===== config.mk =====
export PLATFORM = sky130hd
export DESIGN_NAME = order_tx_scheduler
export DESIGN_NICKNAME = d
export VERILOG_FILES = /design/src/rtl/order_tx_scheduler.sv
export SDC_FILE = /design/constraint.sdc
export NUM_CORES = 1
export LEC_CHECK = 0
export BUFFER_PORTS_ARGS = -buffer_cell sky130_fd_sc_hd__buf_4
export CORE_AREA = 4 4 156 158
export CTS_CLUSTER_DIAMETER = 100
export DETAILED_ROUTE_END_ITERATION = 6
export DIE_AREA = 0 0 160 162
export GPL_TIMING_DRIVEN = 0
export PLACE_DENSITY = 0.82
export SLEW_MARGIN = 20
export SYNTH_ARGS = -nofsm -noshare
export SYNTH_HDL_FRONTEND = slang
export SYNTH_SLANG_ARGS = --single-unit

===== constraint.sdc =====
create_clock -name clk -period 5.1 [get_ports clk]
set_input_delay 0.765 -clock clk [delete_from_list [all_inputs] [get_ports clk]]
set_output_delay 0.765 -clock clk [all_outputs]
set_load 0.03 [all_outputs]

===== src/rtl/order_tx_scheduler.sv =====
// order_tx_scheduler
//   Round-robin arbiter across NUM_REQ strategy requesters. It applies a token-bucket
//   rate limit and sends each accepted order as two 64-bit TX beats: a header, then
//   the price, over a valid/ready handshake.
//   Optional build macro ORDER_TS_EN: when defined, a free-running 32-bit cycle
//   counter is captured at grant time and placed in header bits [31:0].
module order_tx_scheduler #(
   parameter int unsigned NUM_REQ       = 4,
   parameter int unsigned TOKEN_MAX     = 8,
   parameter int unsigned REFILL_PERIOD = 16
) (
   input  logic                           clk,
   input  logic                           rst_n,
   input  logic                           enable,
   input  logic [NUM_REQ-1:0]             req,
   input  logic [NUM_REQ*64-1:0]          req_price,
   input  logic [NUM_REQ-1:0]             req_side,
   output logic [NUM_REQ-1:0]             grant,
   output logic [63:0]                    tx_data,
   output logic                           tx_valid,
   input  logic                           tx_ready,
   output logic [$clog2(TOKEN_MAX+1)-1:0] tokens,
   output logic [31:0]                    orders_sent,
   output logic [31:0]                    throttle_cycles,
   output logic                           busy
);

   localparam int unsigned IW = (NUM_REQ > 1) ? $clog2(NUM_REQ) : 1;
   localparam int unsigned TW = $clog2(TOKEN_MAX + 1);
   localparam int unsigned CW = (REFILL_PERIOD > 1) ? $clog2(REFILL_PERIOD) : 1;

   typedef enum logic [1:0] {
      IDLE  = 2'd0,
      HDR   = 2'd1,
      PRICE = 2'd2
   } state_t;

   state_t              state_q;
   logic [NUM_REQ-1:0]  grant_q;
   logic [63:0]         tx_data_q;
   logic                tx_valid_q;
   logic [63:0]         price_q;
   logic [IW-1:0]       ptr_q;
   logic [IW-1:0]       ptr_d;
   logic [7:0]          seq_q;
   logic [31:0]         orders_q;
   logic [31:0]         throttle_q;
   logic [TW-1:0]       tokens_q;
   logic [TW-1:0]       tokens_d;
   logic [CW-1:0]       refill_cnt_q;
   logic [CW-1:0]       refill_cnt_d;

   logic [IW:0]         cand;
   logic                pick_found;
   logic [IW-1:0]       pick_idx;
   logic                grant_go;
   logic                throttle_hit;
   logic                refill_tick;
   logic [63:0]         hdr_d;
   logic [31:0]         ts_field;

`ifdef ORDER_TS_EN
   logic [31:0]         ts_q;

   // Free-running cycle stamp, sampled into the header at grant time
   always_ff @(posedge clk or negedge rst_n) begin
      if (!rst_n) ts_q <= '0;
      else        ts_q <= ts_q + 32'd1;
   end

   assign ts_field = ts_q;
`else
   assign ts_field = '0;
`endif

   // Round-robin search: first asserted request at or after the pointer, with wrap-around
   always_comb begin
      pick_found = 1'b0;
      pick_idx   = '0;
      cand       = '0;
      for (int unsigned k = 0; k < NUM_REQ; k++) begin
         cand = {1'b0, ptr_q} + (IW+1)'(k);
         if (cand >= (IW+1)'(NUM_REQ)) cand = cand - (IW+1)'(NUM_REQ);
         if (!pick_found && req[cand[IW-1:0]]) begin
            pick_found = 1'b1;
            pick_idx   = cand[IW-1:0];
         end
      end
   end

   // Grant, throttle and refill qualifiers, plus the header formed at grant time
   always_comb begin
      grant_go     = (state_q == IDLE) && enable && pick_found && (tokens_q != '0);
      throttle_hit = (state_q == IDLE) && enable && (|req) && (tokens_q == '0);
      refill_tick  = (refill_cnt_q == CW'(REFILL_PERIOD - 1));
      ptr_d        = (pick_idx == IW'(NUM_REQ - 1)) ? '0 : pick_idx + IW'(1);
      hdr_d        = {8'hA5, seq_q, 8'(pick_idx), req_side[pick_idx], 7'b0, ts_field};
   end

   // Token bucket next state: a refill and a consume in the same cycle cancel out
   always_comb begin
      tokens_d     = tokens_q;
      refill_cnt_d = refill_tick ? '0 : refill_cnt_q + CW'(1);
      if (grant_go && !refill_tick)
         tokens_d = tokens_q - TW'(1);
      else if (refill_tick && !grant_go && (tokens_q != TW'(TOKEN_MAX)))
         tokens_d = tokens_q + TW'(1);
   end

   // Token bucket, refill timer and throttle counter registers
   always_ff @(posedge clk or negedge rst_n) begin
      if (!rst_n) begin
         tokens_q     <= TW'(TOKEN_MAX);
         refill_cnt_q <= '0;
         throttle_q   <= '0;
      end else begin
         tokens_q     <= tokens_d;
         refill_cnt_q <= refill_cnt_d;
         if (throttle_hit && (throttle_q != '1))
            throttle_q <= throttle_q + 32'd1;
      end
   end

   // Order FSM: grant in IDLE, then header and price beats, with registered outputs
   always_ff @(posedge clk or negedge rst_n) begin
      if (!rst_n) begin
         state_q    <= IDLE;
         grant_q    <= '0;
         tx_data_q  <= '0;
         tx_valid_q <= 1'b0;
         price_q    <= '0;
         ptr_q      <= '0;
         seq_q      <= '0;
         orders_q   <= '0;
      end else begin
         grant_q <= '0;
         case (state_q)
            IDLE: begin
               if (grant_go) begin
                  grant_q    <= NUM_REQ'(1) << pick_idx;
                  price_q    <= req_price[64*pick_idx +: 64];
                  ptr_q      <= ptr_d;
                  tx_data_q  <= hdr_d;
                  tx_valid_q <= 1'b1;
                  state_q    <= HDR;
               end
            end
            HDR: begin
               if (tx_ready) begin
                  tx_data_q <= price_q;
                  state_q   <= PRICE;
               end
            end
            PRICE: begin
               if (tx_ready) begin
                  tx_valid_q <= 1'b0;
                  tx_data_q  <= '0;
                  orders_q   <= orders_q + 32'd1;
                  seq_q      <= seq_q + 8'd1;
                  state_q    <= IDLE;
               end
            end
            default: state_q <= IDLE;
         endcase
      end
   end

   assign grant           = grant_q;
   assign tx_data         = tx_data_q;
   assign tx_valid        = tx_valid_q;
   assign tokens          = tokens_q;
   assign orders_sent     = orders_q;
   assign throttle_cycles = throttle_q;
   assign busy            = (state_q != IDLE);

endmodule


==> impl_metrics.csv <==
group,metric,value,unit
clock_tree,clk_latency,0.50,ns
yosys,cell_types_with_the_largest_area_share_after_synthesis,"sky130_fd_sc_hd__dfrtp_1, sky130_fd_sc_hd__nand2_1, sky130_fd_sc_hd__a311oi_1, sky130_fd_sc_hd__and3_1, sky130_fd_sc_hd__xnor2_1",
layout,regArea,5430,um2
critical_path,endpoint,"price_q[40]",
critical_path,crit_slowest_cell,"sky130_fd_sc_hd__nor3_2",
critical_path,worst_path_most_repeated_cell,"sky130_fd_sc_hd__clkbuf_1",
floorplan,die_width,160,um
place,port_buffers,405,
global_route,grt_overflow_total,0,
sta,slew-limit-headroom,27.8,%
sta,maximum_clock_frequency,300,MHz
critical_path,r2r-end,"price_q[40]",
power,p_leak,7.54,nW
yosys,synth_ff_type,"sky130_fd_sc_hd__dfrtp_1",
critical_path,cp-startpoint,"ptr_q[1]",
sta,whs,0.167,ns
global_route,number_of_global_route_vias_before_repair,10801,
sta,setup_violations_final,0,
global_route,track_usage,28.8,%
critical_path,critical_path.startpoint_type,"flip-flop",
flow_run,maxCapViolCount,0,
floorplan,boundaryPins,406,
critical_path,critical_path_class,"reg2reg",
clock_tree,clock_tree.buffer_depth,3,
yosys,ys_warn_count,0,
layout,multi_input_comb_area,5040,um2
power,power,7.78,mW
floorplan,fp.coreArea,23100,um2
sta,min_period_over_period,65.4,%
layout,finalNetCount,1962,
yosys,synth_area_per_cell,8.68,um2
route,ant_nets,0,
route,route.detailed.vias_per_inst,5.44,
clock_tree,clkTransAtPathRegs,0.06,ns
clock_tree,cts_root_buf,"sky130_fd_sc_hd__clkbuf_16",
yosys,async_reset_ff_share,100,%
critical_path,cp_cell_sequence,"mux2i_1 -> nor2_1 -> nor3_2 -> clkbuf_1 -> clkbuf_1 -> nand2_1 -> and3_1 -> a311oi_1",
clock_tree,cts.repair_timing.setup_buffer_count,0,
route,drc,0,
worst_hold_path,worstHoldPathType,"in2async",
yosys,syn_inst_count,1247,
clock_tree,number_of_buffers_inserted_during_clock_tree_synthesis,23,
route,detail_routed_net_length_per_standard_cell,19.6,um
critical_path,timing.critical_path.arrival,3.73,ns
critical_path,worstRegToRegCells,8,
route,vias,10796,
place,dp_wirelength,30.5,mm
status,outcome,"completed",
global_route,wire_length_of_the_first_global_routing_pass,59.1,mm
yosys,netlist.top_cell.by_area,"sky130_fd_sc_hd__dfrtp_1",
route,drt_first_iter_violations,777,
critical_path,cp_bufs_invs,2,
yosys,synth_cell_types,47,
sta,grt_setup_unrepaired,"false",
floorplan,rows,56,
yosys,yosys-top-cells-count,"sky130_fd_sc_hd__nand2_1, sky130_fd_sc_hd__dfrtp_1, sky130_fd_sc_hd__nor2_1, sky130_fd_sc_hd__and3_1, sky130_fd_sc_hd__o21ai_0",
critical_path,worst_ep_required_time,5.50,ns
layout,antenna_cells_inserted,0,
layout,fill_cells,1957,
sta,finClkSkew,0.00906,ns
yosys,syn_area,10800,um2
clock_tree,max_h_tree_level,1,
yosys,synth_most_common_cell,"sky130_fd_sc_hd__nand2_1",
critical_path,worst-path-stages,8,
sta,finalSetupTns,0,ns
yosys,ys_ff_latch,217,
sta,worst_slew_pin_slew,1.08,ns
clock_tree,number_of_hold_buffers_added_after_cts,0,
yosys,synthDominantCellAreaShare,49.9,%
floorplan,die_h,162,um
sta,timing.final.crit_period,3.34,ns
route,drtPass1Iterations,5,
yosys,seq_total_area_yosys,50.2,%
clock_tree,post_cts_resized,0,
layout,post_route_cells_drive_above_1_share,28.0,%
place,worst_setup_timing_slack_at_the_placement_stage,1.50,ns
critical_path,r2r_start,"ptr_q[1]",
floorplan,floorplan.die_area,25900,um2
clock_tree,cts_tree,"yes",
power,max-vdd-ir-drop,0.247,mV
route,wl,39.0,mm
global_route,maximum_number_of_pins_on_one_net_before_global_route_repair,98,
sta,post-route-worst-setup-slack,1.76,ns
global_route,grt_antenna_before_repair,0,
critical_path,worstPathMaxFanout,10,
floorplan,initial_utilization,46.8,%
place,gp_congestion,1.00,
yosys,synth_edf_count,0,
sta,timing_max_transition_violations_final,0,
layout,layout-area-overhead-vs-synth,39.4,%
critical_path,ff2ff_setup_slack,1.76,ns
critical_path,timing.critical_path.max_delay_family,"buffers and inverters",
yosys,postSynthNetCount,1530,
critical_path,critical_path.endpoint_type,"flip-flop",
clock_tree,sinks_on_clock_net,217,
critical_path,critPathMaxStageDelay,0.72,ns
power,power_density,515,nW/um2
sta,hold_viol,0,
[placed cells by master (no fill, tap or decap), drive strengths merged, types with 29 or more instances in the layout]
| master | instances |
|---|---|
| a311oi | 64 |
| and3 | 77 |
| buf | 420 |
| clkbuf | 90 |
| dfrtp | 216 |
| nand2 | 403 |
| nand3 | 29 |
| nor2 | 99 |
| o21ai | 71 |
| xnor2 | 47 |
[worst min-delay path by stage]
| stage | end | from | cells past startpoint |
|---|---|---|---|
| 6_report | orders_sent[15] | rst_n | 1 |
| 2_1_floorplan | seq_q[7] | seq_q[7] | 1 |
| 4_1_cts | orders_sent[15] | rst_n | 1 |
| 3_3_place_gp | seq_q[7] | seq_q[7] | 1 |
| 5_1_grt | orders_sent[14] | rst_n | 1 |
| 3_5_place_dp | seq_q[7] | seq_q[7] | 1 |
[area by class of cell]
| cell class | instances | share of cell area (%) |
|---|---|---|
| clock buffers | 29 | 4.30 |
| well taps | 290 | 2.41 |
| multi-input cells | 944 | 33.4 |
| clock inverters | 12 | 0.979 |
| flip-flops and latches | 217 | 36.0 |
| repair buffers | 407 | 20.6 |
| inverters | 12 | 0.299 |
| plain buffers | 74 | 2.03 |
[flip-flops by register name, indices dropped and copies added, names as in the netlist]
signal,cells
orders_sent,32
grant,4
tx_valid,1
price_q,64
ptr_q,2
refill_cnt_q,4
seq_q,8
throttle_cycles,32
tokens,4
tx_data,64
state_q,2
[stage by stage]
step / std cells / utilization (%) / cell area [um2]
after global routing: 1985 / 65.2 / 15100
after floorplan: 1247 / - / 10800
after CTS: 1985 / 65.2 / 15100
after detailed placement: 1944 / 61.8 / 14300
final: 1985 / 65.2 / 15100
after global placement: 1942 / 61.5 / 14200
[layer usage]
metal | vias to the layer above | global-route usage, % | wire length (um)
met3 | 108 | 5.53 | 2750
met5 | - | 0 | 0
met4 | 0 | 13.0 | 1990
li1 | 5093 | - | -
met1 | 5115 | 36.0 | 15500
met2 | 480 | 48.7 | 18700
[power breakdown]
group / internal (mW) / total (mW) / switching [mW]
clock: 1.05 / 1.76 / 0.707
combinational: 1.19 / 3.44 / 2.25
sequential: 2.24 / 2.57 / 0.334
[kinds of logic after synthesis]
group / after synthesis / share of synthesized area [%]
compound gates: 167 / 10.3
xor+xnor: 72 / 5.83
fa+ha+maj: 15 / 1.73
buf+inv: 86 / 3.25
flops: 217 / 50.2
mux: 10 / 0.994
simple gates: 680 / 27.7
Note: power is estimated with default switching activity, not from simulation.
